[config.mk]
export PLATFORM = sky130hd
export DESIGN_NAME = srmem_feeder
export DESIGN_NICKNAME = d
export VERILOG_FILES = /design/src/rtl/srmem_feeder.sv
export SDC_FILE = /design/constraint.sdc
export NUM_CORES = 1
export LEC_CHECK = 0
export BUFFER_PORTS_ARGS = -buffer_cell sky130_fd_sc_hd__buf_2
export CORE_ASPECT_RATIO = 1.75
export CORE_MARGIN = 2
export CORE_UTILIZATION = 56
export CTS_BUF_LIST = sky130_fd_sc_hd__clkbuf_16
export DETAILED_ROUTE_END_ITERATION = 8
export GPL_TIMING_DRIVEN = 0
export PLACE_DENSITY = 0.79
export SLEW_MARGIN = 25
export SYNTH_ARGS = -nofsm -noshare
export SYNTH_HDL_FRONTEND = slang
export SYNTH_SLANG_ARGS = --single-unit
[constraint.sdc]
create_clock -name clk -period 2.55 [get_ports clk]
set_clock_uncertainty 0.15 [all_clocks]
set_input_delay 0 -clock clk [delete_from_list [all_inputs] [get_ports clk]]
set_output_delay 0 -clock clk [all_outputs]
set_load 0.03 [all_outputs]
[src/rtl/srmem_feeder.sv]
// srmem_feeder: skid-buffered burst feeder that turns a ready/valid mask stream into single-cycle memory writes.
// Build option SRFEED_PAD_EN: zero-pad bursts shorter than CAP so every burst delivers exactly CAP writes.
module srmem_feeder #(
    parameter int unsigned NUM_RDPORT = 1,
    parameter int unsigned LEN_SRMEM  = 4,
    parameter int unsigned DATA_BW    = 8
) (
    input  logic               clk,
    input  logic               rst,
    input  logic               in_valid,
    input  logic [DATA_BW-1:0] in_data,
    input  logic               in_last,
    output logic               in_ready,
    output logic               valid_din,
    output logic [DATA_BW-1:0] din,
    output logic               is_lastdin,
    input  logic               wrfull,
    input  logic               wrend,
    output logic               busy,
    output logic               ovf
);
    localparam int unsigned       CAP      = NUM_RDPORT * LEN_SRMEM;
    localparam int unsigned       CNT_BW   = $clog2(CAP) + 1;
    localparam logic [CNT_BW-1:0] CNT_LAST = CNT_BW'(CAP - 1);
    localparam logic [CNT_BW-1:0] CNT_MAX  = CNT_BW'(CAP);

`ifdef SRFEED_PAD_EN
    typedef enum logic [2:0] {S_IDLE, S_STREAM, S_DROP, S_WAIT_END, S_PAD} state_t;
`else
    typedef enum logic [1:0] {S_IDLE, S_STREAM, S_DROP, S_WAIT_END} state_t;
`endif

    state_t             r_state;
    state_t             w_state_nxt;
    logic [DATA_BW-1:0] r_data0;
    logic [DATA_BW-1:0] r_data1;
    logic               r_last0;
    logic               r_last1;
    logic [1:0]         r_occ;
    logic [1:0]         w_occ_nxt;
    logic [CNT_BW-1:0]  r_cnt;
    logic               r_ovf;
    logic               r_in_ready;
    logic               r_got_last;

    logic               w_xfer;
    logic               w_push;
    logic               w_pop;
    logic               w_flush;
    logic               w_cnt_clr;
    logic               w_ovf_set;
    logic               w_ovf_clr;
    logic               w_end;
    logic               w_valid_din;
    logic               w_is_last;
    logic [DATA_BW-1:0] w_din;
    logic               w_got_last_nxt;
    logic               w_ready_nxt;

    assign w_xfer = in_valid & r_in_ready;

    always_ff @(posedge clk or negedge rst) begin
        if (!rst) begin
            r_state <= S_IDLE;
        end else begin
            r_state <= w_state_nxt;
        end
    end

    // Next state, write issue and skid control
    always_comb begin
        w_state_nxt = r_state;
        w_valid_din = 1'b0;
        w_din       = '0;
        w_is_last   = 1'b0;
        w_push      = 1'b0;
        w_pop       = 1'b0;
        w_flush     = 1'b0;
        w_cnt_clr   = 1'b0;
        w_ovf_set   = 1'b0;
        w_ovf_clr   = 1'b0;
        w_end       = 1'b0;
        case (r_state)
            S_IDLE: begin
                if (w_xfer) begin
                    w_push      = 1'b1;
                    w_cnt_clr   = 1'b1;
                    w_ovf_clr   = 1'b1;
                    w_state_nxt = S_STREAM;
                end
            end
            S_STREAM: begin
                w_push = w_xfer;
                if (r_occ != 2'd0 && !wrfull) begin
                    w_valid_din = 1'b1;
                    w_pop       = 1'b1;
                    w_din       = r_data0;
                    if (r_cnt == CNT_LAST && !r_last0) begin
                        // Capacity reached mid-burst: the rest of the burst is discarded
                        w_is_last   = 1'b1;
                        w_ovf_set   = 1'b1;
                        w_flush     = 1'b1;
                        w_push      = 1'b0;
                        w_state_nxt = (r_got_last || (w_xfer && in_last)) ? S_WAIT_END : S_DROP;
                    end else if (r_last0) begin
`ifdef SRFEED_PAD_EN
                        if (r_cnt == CNT_LAST) begin
                            w_is_last   = 1'b1;
                            w_state_nxt = S_WAIT_END;
                        end else begin
                            w_state_nxt = S_PAD;
                        end
`else
                        w_is_last   = 1'b1;
                        w_state_nxt = S_WAIT_END;
`endif
                    end
                end
            end
            S_DROP: begin
                if (w_xfer && in_last) begin
                    w_state_nxt = S_WAIT_END;
                end
            end
            S_WAIT_END: begin
                if (wrend) begin
                    w_cnt_clr   = 1'b1;
                    w_end       = 1'b1;
                    w_state_nxt = S_IDLE;
                end
            end
`ifdef SRFEED_PAD_EN
            S_PAD: begin
                if (!wrfull) begin
                    w_valid_din = 1'b1;
                    if (r_cnt == CNT_LAST) begin
                        w_is_last   = 1'b1;
                        w_state_nxt = S_WAIT_END;
                    end
                end
            end
`endif
            default: w_state_nxt = S_IDLE;
        endcase
    end

    // Occupancy and registered ready look-ahead
    always_comb begin
        w_occ_nxt = r_occ;
        if (w_flush) begin
            w_occ_nxt = 2'd0;
        end else if (w_push && !w_pop) begin
            w_occ_nxt = r_occ + 2'd1;
        end else if (!w_push && w_pop) begin
            w_occ_nxt = r_occ - 2'd1;
        end
        w_got_last_nxt = w_end ? 1'b0 : (r_got_last | (w_xfer & in_last));
        w_ready_nxt    = !w_got_last_nxt &&
                         ((w_state_nxt == S_IDLE) || (w_state_nxt == S_DROP) ||
                          ((w_state_nxt == S_STREAM) && (w_occ_nxt != 2'd2)));
    end

    always_ff @(posedge clk or negedge rst) begin
        if (!rst) begin
            r_occ      <= 2'd0;
            r_data0    <= '0;
            r_data1    <= '0;
            r_last0    <= 1'b0;
            r_last1    <= 1'b0;
            r_cnt      <= '0;
            r_ovf      <= 1'b0;
            r_in_ready <= 1'b0;
            r_got_last <= 1'b0;
        end else begin
            r_occ      <= w_occ_nxt;
            r_in_ready <= w_ready_nxt;
            r_got_last <= w_got_last_nxt;
            if (!w_flush) begin
                case ({w_push, w_pop})
                    2'b10: begin
                        if (r_occ == 2'd0) begin
                            r_data0 <= in_data;
                            r_last0 <= in_last;
                        end else begin
                            r_data1 <= in_data;
                            r_last1 <= in_last;
                        end
                    end
                    2'b01: begin
                        r_data0 <= r_data1;
                        r_last0 <= r_last1;
                    end
                    2'b11: begin
                        if (r_occ == 2'd1) begin
                            r_data0 <= in_data;
                            r_last0 <= in_last;
                        end else begin
                            r_data0 <= r_data1;
                            r_last0 <= r_last1;
                            r_data1 <= in_data;
                            r_last1 <= in_last;
                        end
                    end
                    default: ;
                endcase
            end
            if (w_cnt_clr) begin
                r_cnt <= '0;
            end else if (w_valid_din && r_cnt != CNT_MAX) begin
                r_cnt <= r_cnt + CNT_BW'(1);
            end
            if (w_ovf_clr) begin
                r_ovf <= 1'b0;
            end else if (w_ovf_set) begin
                r_ovf <= 1'b1;
            end
        end
    end

    assign in_ready   = r_in_ready;
    assign valid_din  = w_valid_din;
    assign din        = w_din;
    assign is_lastdin = w_is_last;
    assign busy       = (r_state != S_IDLE);
    assign ovf        = r_ovf;

endmodule
---- Yosys cells after proc, flatten, opt, wreduce, memory -nomap -nowiden ----
Index checks and enable logic that the tools add are counted.
word-level totals
  memories kept ........................... 0
  ROM bits ................................ 0
  memory bits (writable) .................. 0
  bits in registers ....................... 28
  input bits .............................. 14
  bits in latches ......................... 0
operators by class
  mux-type cells .......................... 47
  eq/ne operators ......................... 15
  divide/modulo/power cells ............... 0
  shifts and indexed selects .............. 0
  $add $sub $neg .......................... 3
  bitwise operators ....................... 4
  reductions and logical operators ........ 27
  $lt $le $gt $ge ......................... 0
  $mul .................................... 0
operators with widths
  operator                                                               count
  8-bit 2-to-1 mux                                                       6
  8-bit one-hot mux with 3 select lines                                  1
  1-bit 2-to-1 mux                                                       23
  2-bit 2-to-1 mux                                                       9
  8-bit one-hot mux with 2 select lines                                  1
  2-bit equality test, second input constant                             5
  2-bit nonzero test                                                     5
  2-bit by 1-bit equality test with 1-bit output, second input constant  4
  1-bit logical AND                                                      8
  2-bit inequality test, second input constant                           4
  2-bit one-hot mux with 4 select lines                                  1
  2-bit logical NOT                                                      3
  3-bit 2-to-1 mux                                                       2
  1-bit one-hot mux with 2 select lines                                  3
  1-bit logical NOT                                                      5
  4-bit AND reduction                                                    1
  3-bit by 1-bit adder with 3-bit output, second input constant          1
  3-bit by 2-bit equality test with 1-bit output, second input constant  1
  1-bit logical OR                                                       3
  3-bit inequality test, second input constant                           1
  1-bit one-hot mux with 3 select lines                                  1
  3-bit AND reduction                                                    1
  3-bit nonzero test                                                     1
  2-bit by 1-bit adder with 2-bit output, second input constant          1
  other kinds (4)                                                        5

---- Longest topological paths before layout ----
Gate-level depths: netlist of the first run.
  depth in word-level cells ............... 14
  gate-level depth with buffers ........... 8
  depth with buffers taken out ............ 7

---- Worst setup path after synthesis of the first run ----
No wires, ideal clock.
  path kind ............................... flip-flop to flip-flop
  start ................................... register r_occ[0]
  end ..................................... register r_data0[5]
  library setup time ...................... 0.125 ns
  arrival time ............................ 1.977 ns
  setup slack ............................. 0.298 ns
  period minus slack after synthesis ...... 2.252 ns
  required time ........................... 2.275 ns
  stages on the path, launching flop included .. 9
  cell sequence ........................... dfrtp_1 -> inv_1 -> ha_1 -> or3b_1 -> buf_6 -> clkinv_8 -> o31ai_4 -> mux2_1 -> mux2_4
between the ends
  cells in the longest elaborated chain, start to end .. 7
  elaborated cells between the ends (all ways) .. 19
  classes of those cells .................. eq/ne: 5; mux: 8; bitwise: 1; reduce/logical: 5
ends and longest elaborated chain
  item                                                                                          line  source
  start, declared                                                                               39    logic [1:0] r_occ;
  start signal, assigned                                                                        175   r_occ <= w_occ_nxt;
  2-bit nonzero test                                                                            94    if (r_occ != 2'd0 && !wrfull) begin
  1-bit logical AND                                                                             94
  1-bit 2-to-1 mux                                                                              94
  1-bit one-hot mux with 2 select lines / 1-bit 2-to-1 mux (equally long branches)              83    case (r_state)
  2-bit equality test / 2-bit by 1-bit equality test with 1-bit output (equally long branches)  179   case ({w_push, w_pop})
  2-bit inequality test (no line) / 3-bit nonzero test (equally long branches)                  --
  3-bit AND reduction (no line)                                                                 --
  end signal, assigned                                                                          182   r_data0 <= in_data;
  end signal, assigned                                                                          190   r_data0 <= r_data1;
  end signal, assigned                                                                          195   r_data0 <= in_data;
  end, declared                                                                                 35    logic [DATA_BW-1:0] r_data0;
Several ways; a longest one is shown, not always the timed one.
A chain may end at the register's enable or synchronous reset.

---- Worst setup path after layout of the first run ----
  start ................................... register r_occ[0]
  end ..................................... register r_data0[6]
Same word-level chain as after synthesis.

==> metrics.txt, run 1 <==
status complete, no violations; Nets 222; Mapped Nets 177; core box area 2930 um^2; Place WS -6.16 ps; Post-DRT Antenna Nets 0; clock group share of total power 15.2%; post-synthesis sequential area ratio 40.8%; fin. max-slew vios 0; CTS tree done; Avg WL per Cell 17.1 um; share of synthesized registers carrying an async set or reset 100%; initial antenna violation count 0; CP arrival 2420 ps; Worst VDD drop 0.694 mV; synthesized flop and latch total 28; Static Leak 0.983 nW; Worst Path Max Fanout 10; 1st-pass router iterations 4; Min-Delay Path Class in -> reg; EDFF count, synth 0; Worst EP required 2550 ps; Die Area 3540 um^2; Sw Pwr 875 uW; global-route wire length before repair 6450 um; Die Width 45.9 um; clk slew on worst S/H paths 60 ps; Buffers on Ports 26; final WL 3830 um; Fill cells 220; grt total ovfl 0; Main synth FF type dfrtp_1; DR iter-0 viols 32; pwr dens 1080 nW/um^2; Worst-Margin Slew 620 ps; final hold vios 0; critical path class reg -> reg; multi-input logic area 951 um^2; Max Clock Freq 0.413 GHz; DR DRC count 0; # setup viols final 0; vias in the first global route 1,468; mean cell area of the mapped netlist 11.2 um^2; latest clock arrival within the worst-skew pair 260 ps; Mapped Cells 153; Internal 1.41 mW; worst hold margin 74.5 ps; Area Growth Syn to Fin 23.6%; TritonCTS Buffers 3; # clock sinks 28; row cnt 26; total global-route track usage 24.3%; RSZ-0062 raised after global routing false; max_slew headroom 58.7%; Yosys cell types 45; Cell Count, Final, Fillers Out 224; via count 1,325; H-tree depth 1; Initial Utilization 58.7%; Mapped Area 1720 um^2; minimum clock period 2420 ps; CP Capture Type flip-flop; Synthesis Warnings 0; Final Util 72.5%; Startpoint Class flip-flop; Die Y 77.3 um; Root Driver clkbuf_16; proportion of power drawn by combinational gates 49.9%; Net Sw Frac 38.2%; DP Wirelength 2710 um; register area 701 um^2; ANT cells 0; Final Wtd Congestion 0.939; setup ws final 129 ps; clock tree buffer depth 2; DR vias/cell 5.92; Period Utilization, post-route 95.0%; largest net degree at the start of global routing 29; ratio of cells with drive above 1 in the final layout 32.1%; Max-cap violations 0; Boundary Pins 27; Reg power frac 34.9%; placed insts 207
-- path summary, 6_finish.rpt --
check	to	startpoint	slack [ps]	cells after the start
worst max-delay path	r_data0[6]	r_occ[0]	130	9
worst min-delay path	r_got_last	in_valid	70	4
worst max register to register	r_data0[6]	r_occ[0]	130	9
worst min register to register	r_data0[2]	r_data0[2]	350	1
max in group asynchronous	r_cnt[2]	rst	1710	2
min in group asynchronous	r_state[1]	rst	140	2
-- final cells by class --
class / instances / share of cell area [%]
well taps: 28 / 1.65
repair buffers: 41 / 13.3
inverters: 11 / 2.53
plain buffers: 4 / 1.18
clock buffers: 3 / 3.54
flip-flops and latches: 28 / 33.0
multi-input cells: 109 / 44.8
-- kinds of logic (layout without fill, tap and decap cells) --
group           after synthesis  count (layout)  share of synthesized area, %
flops                        28              28                          40.8
simple gates                 38              38                          13.4
fa+ha+maj                    10              10                          7.28
xor+xnor                      1               1                         0.510
mux                          29              29                          19.5
buf+inv                      16              59                          4.73
compound gates               31              31                          13.8
-- sequential cells by signal, indices dropped and copies added, names as in the netlist --
register / flops
in_ready: 1
ovf: 1
r_cnt: 3
r_data0: 8
r_data1: 8
r_got_last: 1
r_last0: 1
r_last1: 1
r_occ: 2
r_state: 2
-- per-layer routing --
metal	wire (um)	global-route usage, %
met5	0	0
met1	1400	27.0
met2	2160	42.1
met3	139	3.76
met4	118	11.7
-- power groups by stage --
stage | Sequential (mW) | Clock [mW] | Combinational, mW
final | 0.799 | 0.347 | 1.14
after floorplan | 0.781 | 0 | 0.822
after global placement | 0.778 | 0 | 1.02
after detailed placement | 0.804 | 0 | 1.07
after CTS | 0.796 | 0.355 | 1.11
after global routing | 0.827 | 0.364 | 1.25
-- through the flow --
step	cell area, um^2	TNS (ps)	total power, mW
2_1_floorplan	1720	0	1.60
3_3_place_gp	1880	0	1.80
3_5_place_dp	1880	-6.16	1.87
4_1_cts	2090	0	2.26
5_1_grt	2120	0	2.44
6_report	2120	0	2.29
-- layout by cell type (no fill, tap or decap), types with 2 or more instances in the layout --
cell type	n
buf_2	26
o211ai_1	3
dlygate4sd3_1	11
nor2b_1	2
o21ai_0	4
mux2_2	17
mux2_4	3
buf_4	3
and3_1	2
o32ai_1	2
and2_1	9
mux2i_1	2
nor2_1	7
mux2_1	7
a21oi_1	8
dfrtp_1	28
ha_1	8
clkbuf_16	3
nand2b_1	2
inv_1	10
nand2_1	7
clkbuf_2	2
-- worst max-delay path: stages, from the launching register on --
cell and delay [ps]:
dfrtp_1 410, inv_1 90, ha_2 230, or3b_1 390
buf_6 150, clkinv_8 70, o31ai_4 70, buf_12 160
mux2_1 310, mux2_2 270
-- synth_stat cells (2+ instances only) --
cell	number	share of area, %
mux2i_1	2	1.2
nor2b_1	2	0.73
a21oi_1	8	2.3
nand2b_1	2	0.73
mux2_1	7	4.6
and2_1	9	3.3
clkbuf_1	3	0.66
o211ai_1	3	1.3
ha_1	10	7.3
o32ai_1	2	1.0
mux2_2	17	11
dfrtp_1	28	41
mux2_4	3	2.6
inv_1	10	2.2
nand2_1	7	1.5
and3_1	2	0.73
nor2_1	7	1.5
o21ai_0	4	1.2
-- what timing repair did --
action,4_1_cts,5_1_grt
hold endpoints to repair,47,0
endpoints found under the setup margin,14,20
buffers inserted,1,3
pin swaps,1,1
gates resized for setup,1,3
hold buffers,11,0
Power figures use the tool's default switching activity.
==> run 2, diff against run 1 <==
Settings changed: PLACE_DENSITY 0.79 to 0.88, SKIP_CTS_REPAIR_TIMING set to 1.
==> run 2 against run 1 <==
  * Clock-buffer cell count is the same
  * Sequential share of layout area grew 0.16 points
  * Final area shrank 0.47%
  * Fmax shrank 2.1%
  * Global-route usage shrank 1.7 points
  * Critical path type unchanged
  * Critical endpoint is now r_data0[5]
  * Largest cell class unchanged
  * Largest power group unchanged
==> metrics.txt, run 2 (synthesis gave the netlist of run 1 again) <==
Final Cell Area 2110 um^2 (was 2120 um^2); ANT cells 0 (unchanged); Boundary Pins 27 (unchanged); most common cell after layout, fill and taps aside dfrtp_1 (unchanged); FF-to-FF setup slack 80 ps (was 130 ps); Area Growth Syn to Fin 23.0% (was 23.6%); CTS tree done (unchanged); Static Leak 0.979 nW (was 0.983 nW); clk slew on worst S/H paths 70 ps (was 60 ps); Final Wtd Congestion 0.863 (was 0.939); Worst-Margin Slew 625 ps (was 620 ps); DP Wirelength 2630 um (was 2710 um); Worst Path Max Fanout 10 (unchanged); clock tree buffer depth 2 (unchanged); max_slew headroom 58.3% (was 58.7%); Fill cells 207 (was 220); biggest regs r_data0 x8, r_data1 x8, r_cnt x3 (unchanged); Die Width 45.9 um (unchanged); global-route wire length before repair 5950 um (was 6450 um); via count 1,362 (was 1,325); CP Capture Type flip-flop (unchanged); latest clock arrival within the worst-skew pair 270 ps (was 260 ps); core box area 2930 um^2 (unchanged); Period Utilization, post-route 97.0% (was 95.0%); TritonCTS Buffers 3 (unchanged); Post-DRT Antenna Nets 0 (unchanged); Nets 222 (unchanged); worst hold margin 49.2 ps (was 74.5 ps); # setup viols final 0 (unchanged); # clock sinks 28 (unchanged); Worst EP required 2550 ps (about the same); Avg WL per Cell 16.8 um (was 17.1 um); Startpoint Class flip-flop (unchanged); ratio of cells with drive above 1 in the final layout 31.5% (was 32.1%); grt total ovfl 0 (unchanged); CP arrival 2470 ps (was 2420 ps); initial antenna violation count 0 (unchanged); Max Clock Freq 0.404 GHz (was 0.413 GHz); critical path class reg -> reg (unchanged); vias in the first global route 1,364 (was 1,468); 1st-pass router iterations 4 (unchanged); placed inst area 1880 um^2 (unchanged); final WL 3780 um (was 3830 um); Max-cap violations 0 (unchanged); Worst VDD drop 0.813 mV (was 0.694 mV); Final Power 2.29 mW (about the same); row cnt 26 (unchanged); total global-route track usage 22.6% (was 24.3%); Min-Delay Path Class in -> reg (unchanged); DR DRC count 0 (unchanged); DR vias/cell 6.05 (was 5.92); most frequent cells in the layout dfrtp_1, buf_2, mux2_2, dlygate4sd3_1, inv_1 (unchanged); minimum clock period 2470 ps (was 2420 ps); Die Y 77.3 um (unchanged); final hold vios 0 (unchanged); Buffers on Ports 26 (unchanged); Root Driver clkbuf_16 (unchanged); Die Area 3540 um^2 (unchanged); pwr dens 1080 nW/um^2 (about the same); Initial Utilization 58.7% (unchanged); largest net degree at the start of global routing 29 (unchanged); DR iter-0 viols 39 (was 32); fin. max-slew vios 0 (unchanged); status complete, no violations (unchanged); H-tree depth 1 (unchanged)
==> run 2: changes by cell type in the layout (fill, tap and decap cells not counted) <==
cell and delta:
clkbuf_1 +1, ha_4 -1, buf_4 -1, ha_2 +1, clkinv_1 +1
==> run 2: path summary, 6_finish.rpt <==
path                       startpoint         end  cells after the start
min                          in_valid  r_got_last                      4
min in group asynchronous         rst  r_data1[4]                      2
max reg2reg                r_state[1]  r_data0[5]                      9
max                        r_state[1]  r_data0[5]                      9
min reg2reg                r_data1[2]  r_data1[2]                      1
max in group asynchronous         rst    in_ready                      2
==> run 2: cell type report <==
| type | instances | area [um^2] | area share (%) |
|---|---|---|---|
| Inverter | 11 | 53.8 | 2.55 |
| Multi-Input combinational cell | 109 | 941 | 44.5 |
| Sequential cell | 28 | 701 | 33.2 |
| Buffer | 5 | 28.8 | 1.36 |
| Clock buffer | 3 | 75.1 | 3.55 |
| Tap cell | 28 | 35.0 | 1.66 |
| Timing Repair Buffer | 40 | 275 | 13.0 |
| Clock inverter | 1 | 3.75 | 0.178 |
==> run 2: worst max-delay path, stage by stage (launching register included) <==
cell and delay (ps):
dfrtp_1 400, inv_1 130, ha_2 260, or3b_1 380, buf_6 150, clkinv_8 70, o31ai_4 70, buf_12 160
mux2_1 310, mux2_4 270
==> run 2: power by group <==
group | total (mW) | switching [mW] | internal (mW)
combinational | 1.13 | 0.594 | 0.537
sequential | 0.797 | 0.140 | 0.657
clock | 0.358 | 0.148 | 0.210
==> run 2: through the flow <==
| step | utilization [%] | cells | TNS [ps] | setup WS [ps] |
|---|---|---|---|---|
| floorplan | - | 153 | 0 | 298 |
| global placement | 64.3 | 207 | 0 | 99.9 |
| detailed placement | 64.3 | 207 | -2.34 | -2.34 |
| CTS | 67.0 | 211 | -539 | -71.1 |
| finish | 72.2 | 225 | 0 | 77.4 |
| global route | 72.2 | 225 | -206 | -43.8 |
==> run 2: routing by layer <==
metal  global-route usage [%]  part of all wire, %
met5                        0                    0
met4                     10.9                  2.4
met3                     3.29                  2.5
met2                     38.9                   56
met1                     25.4                   39
==> run 3, diff against run 2 <==
==> constraint.sdc (replaced) <==
create_clock -name clk -period 2.55 [get_ports clk]
set_clock_uncertainty 0.15 [all_clocks]
set_input_delay 0.51 -clock clk [delete_from_list [all_inputs] [get_ports clk]]
set_output_delay 0.51 -clock clk [all_outputs]
set_load 0.03 [all_outputs]
==> run 3 against run 2 <==
  * Clock power shrank 2%
  * Final cell count down 2.2%
  * Sequential power up 0.5%
  * Clock-buffer cell count did not move
  * Critical path depth down 1
  * Global-route usage down 1.5 points
  * Critical endpoint is now din[5]
  * Sequential share of layout area fell by 0.48 points
  * Combinational power rose by 14%
==> metrics.txt, run 3 (synthesis gave the netlist of run 1 again) <==
delay-heaviest family, CP buffers and inverters (was multiplexers); worst hold margin 103 ps (was 49.2 ps); Buffers & Inverters on Critical Path 5 (was 4); crit-path most repeated cell buf_6; CP arrival 1870 ps (was 2470 ps); 1st-pass router iterations 4 (unchanged); R2R Path Start r_cnt[0] (was r_state[1]); Worst Setup SP r_state[1] (unchanged); H-tree depth 1 (unchanged); slowest CP cell dfrtp_1 (unchanged); Max-cap violations 0 (unchanged); ratio of cells with drive above 1 in the final layout 40.1% (was 31.5%); Largest stage delay, worst path 390 ps (was 400 ps); DP Wirelength 2530 um (was 2630 um); Nets 218 (was 222); most frequent cells in the layout dfrtp_1, buf_2, mux2_2, buf_4 (was dfrtp_1, buf_2, mux2_2, dlygate4sd3_1, inv_1); TritonCTS Buffers 3 (unchanged); Post-DRT Antenna Nets 0 (unchanged); Initial Utilization 58.7% (unchanged); Worst VDD drop 0.705 mV (was 0.813 mV); DR DRC count 0 (unchanged); DR vias/cell 6.10 (was 6.05); clock tree buffer depth 2 (unchanged); vias in the first global route 1,232 (was 1,364); critical path depth in cells 8 (was 9); global-route wire length before repair 5530 um (was 5950 um); max_slew headroom 53.0% (was 58.3%); Min-Delay Path Class in -> async (was in -> reg); row cnt 26 (unchanged); Die Area 3540 um^2 (unchanged); # clock sinks 28 (unchanged); Max Clock Freq 0.395 GHz (was 0.404 GHz); ANT cells 0 (unchanged); Static Leak 0.984 nW (was 0.979 nW); Boundary Pins 27 (unchanged); CTS tree done (unchanged); CP Capture Type output port (was flip-flop); largest net degree at the start of global routing 29 (unchanged); Die Width 45.9 um (unchanged); most common cell after layout, fill and taps aside dfrtp_1 (unchanged); Worst setup endpoint din[5] (was r_data0[5]); biggest regs r_data0 x8, r_data1 x8, r_cnt x3 (unchanged); Final Power 2.44 mW (was 2.29 mW); latest clock arrival within the worst-skew pair 270 ps (about the same); final WL 3920 um (was 3780 um); Root Driver clkbuf_16 (unchanged); Worst EP required 1890 ps (was 2550 ps); minimum clock period 2530 ps (was 2470 ps); Final Wtd Congestion 0.836 (was 0.863); status complete, no violations (unchanged); total global-route track usage 21.1% (was 22.6%); Worst-Margin Slew 699 ps (was 625 ps); Avg WL per Cell 17.8 um (was 16.8 um); fin. max-slew vios 0 (unchanged); R2R Path End r_data1[7] (was r_data0[5]); critical path class reg -> out (was reg -> reg); clk slew on worst S/H paths 60 ps (was 70 ps); final hold vios 0 (unchanged); grt total ovfl 0 (unchanged); pwr dens 1140 nW/um^2 (was 1080 nW/um^2); Area Growth Syn to Fin 25.1% (was 23.0%); initial antenna violation count 0 (unchanged); Die Y 77.3 um (unchanged); DR iter-0 viols 34 (was 39); # setup viols final 0 (unchanged); core box area 2930 um^2 (unchanged); worst path cell trace inv_2 > ha_4 > or3b_1 > buf_6 > clkinv_8 > clkbuf_16 > and2_4 > buf_6 (was inv_1 > ha_2 > or3b_1 > buf_6 > clkinv_8 > o31ai_4 > buf_12 > mux2_1 > mux2_4); Worst Path Max Fanout 6 (was 10); Period Utilization, post-route 99.3% (was 97.0%); Fill cells 210 (was 207); FF-to-FF setup slack 80 ps (about the same); TNS Setup 0 ps (unchanged); Buffers on Ports 26 (unchanged); Startpoint Class flip-flop (unchanged); FF-to-FF path depth 6 (was 9); via count 1,343 (was 1,362)
==> run 3: worst reg2reg max path: cells and delay by family, from the launching register on <==
family	cells	cell delay (ps)
simple gates	2	780
fa+ha+maj	2	470
mux	1	420
flops	1	410
compound gates	1	130
==> run 3: report_power, final <==
part,internal (mW),leakage [nW],switching (mW),total (mW)
clock network,0.208,0.0370,0.143,0.352
logic,0.641,0.611,0.649,1.29
registers,0.659,0.336,0.143,0.801
total,1.51,0.984,0.934,2.44
==> run 3: metrics by stage <==
| step | utilization, % | std cells | instance area [um^2] | worst slack, ps |
|---|---|---|---|---|
| floorplan | - | 153 | 1720 | 2.88 |
| global placement | 64.4 | 207 | 1880 | -43.3 |
| detailed placement | 64.4 | 207 | 1880 | -63.5 |
| CTS | 66.9 | 210 | 1960 | -364 |
| global route | 73.4 | 220 | 2150 | -35.9 |
| finish | 73.4 | 220 | 2150 | 17.9 |
==> run 3: per-layer routing <==
metal,share of wire (%),global-route usage (%),wire (um),vias up
met5,0,0,0,-
met4,2.2,10.3,87,0
li1,-,-,-,634
met1,39,25.4,1520,675
met3,2.6,2.35,101,7
met2,56,35.1,2210,27
==> run 3: worst min path at each step <==
stage                             to  slack [ps]
after CTS                   r_cnt[2]         140
after floorplan             in_ready          60
after global placement    r_data0[0]         330
final                       in_ready         100
after global routing      r_state[0]         170
after detailed placement  r_data0[1]         340
==> run 3: layout make-up <==
type	instances	area (um^2)	area share [%]
timing repair buffer	37	279	13.0
clock buffer	3	75.1	3.49
multi-input combinational	109	968	45.1
sequential	28	702	32.7
buffer	4	35.0	1.63
tap	28	35.0	1.63
inverter	11	53.8	2.50
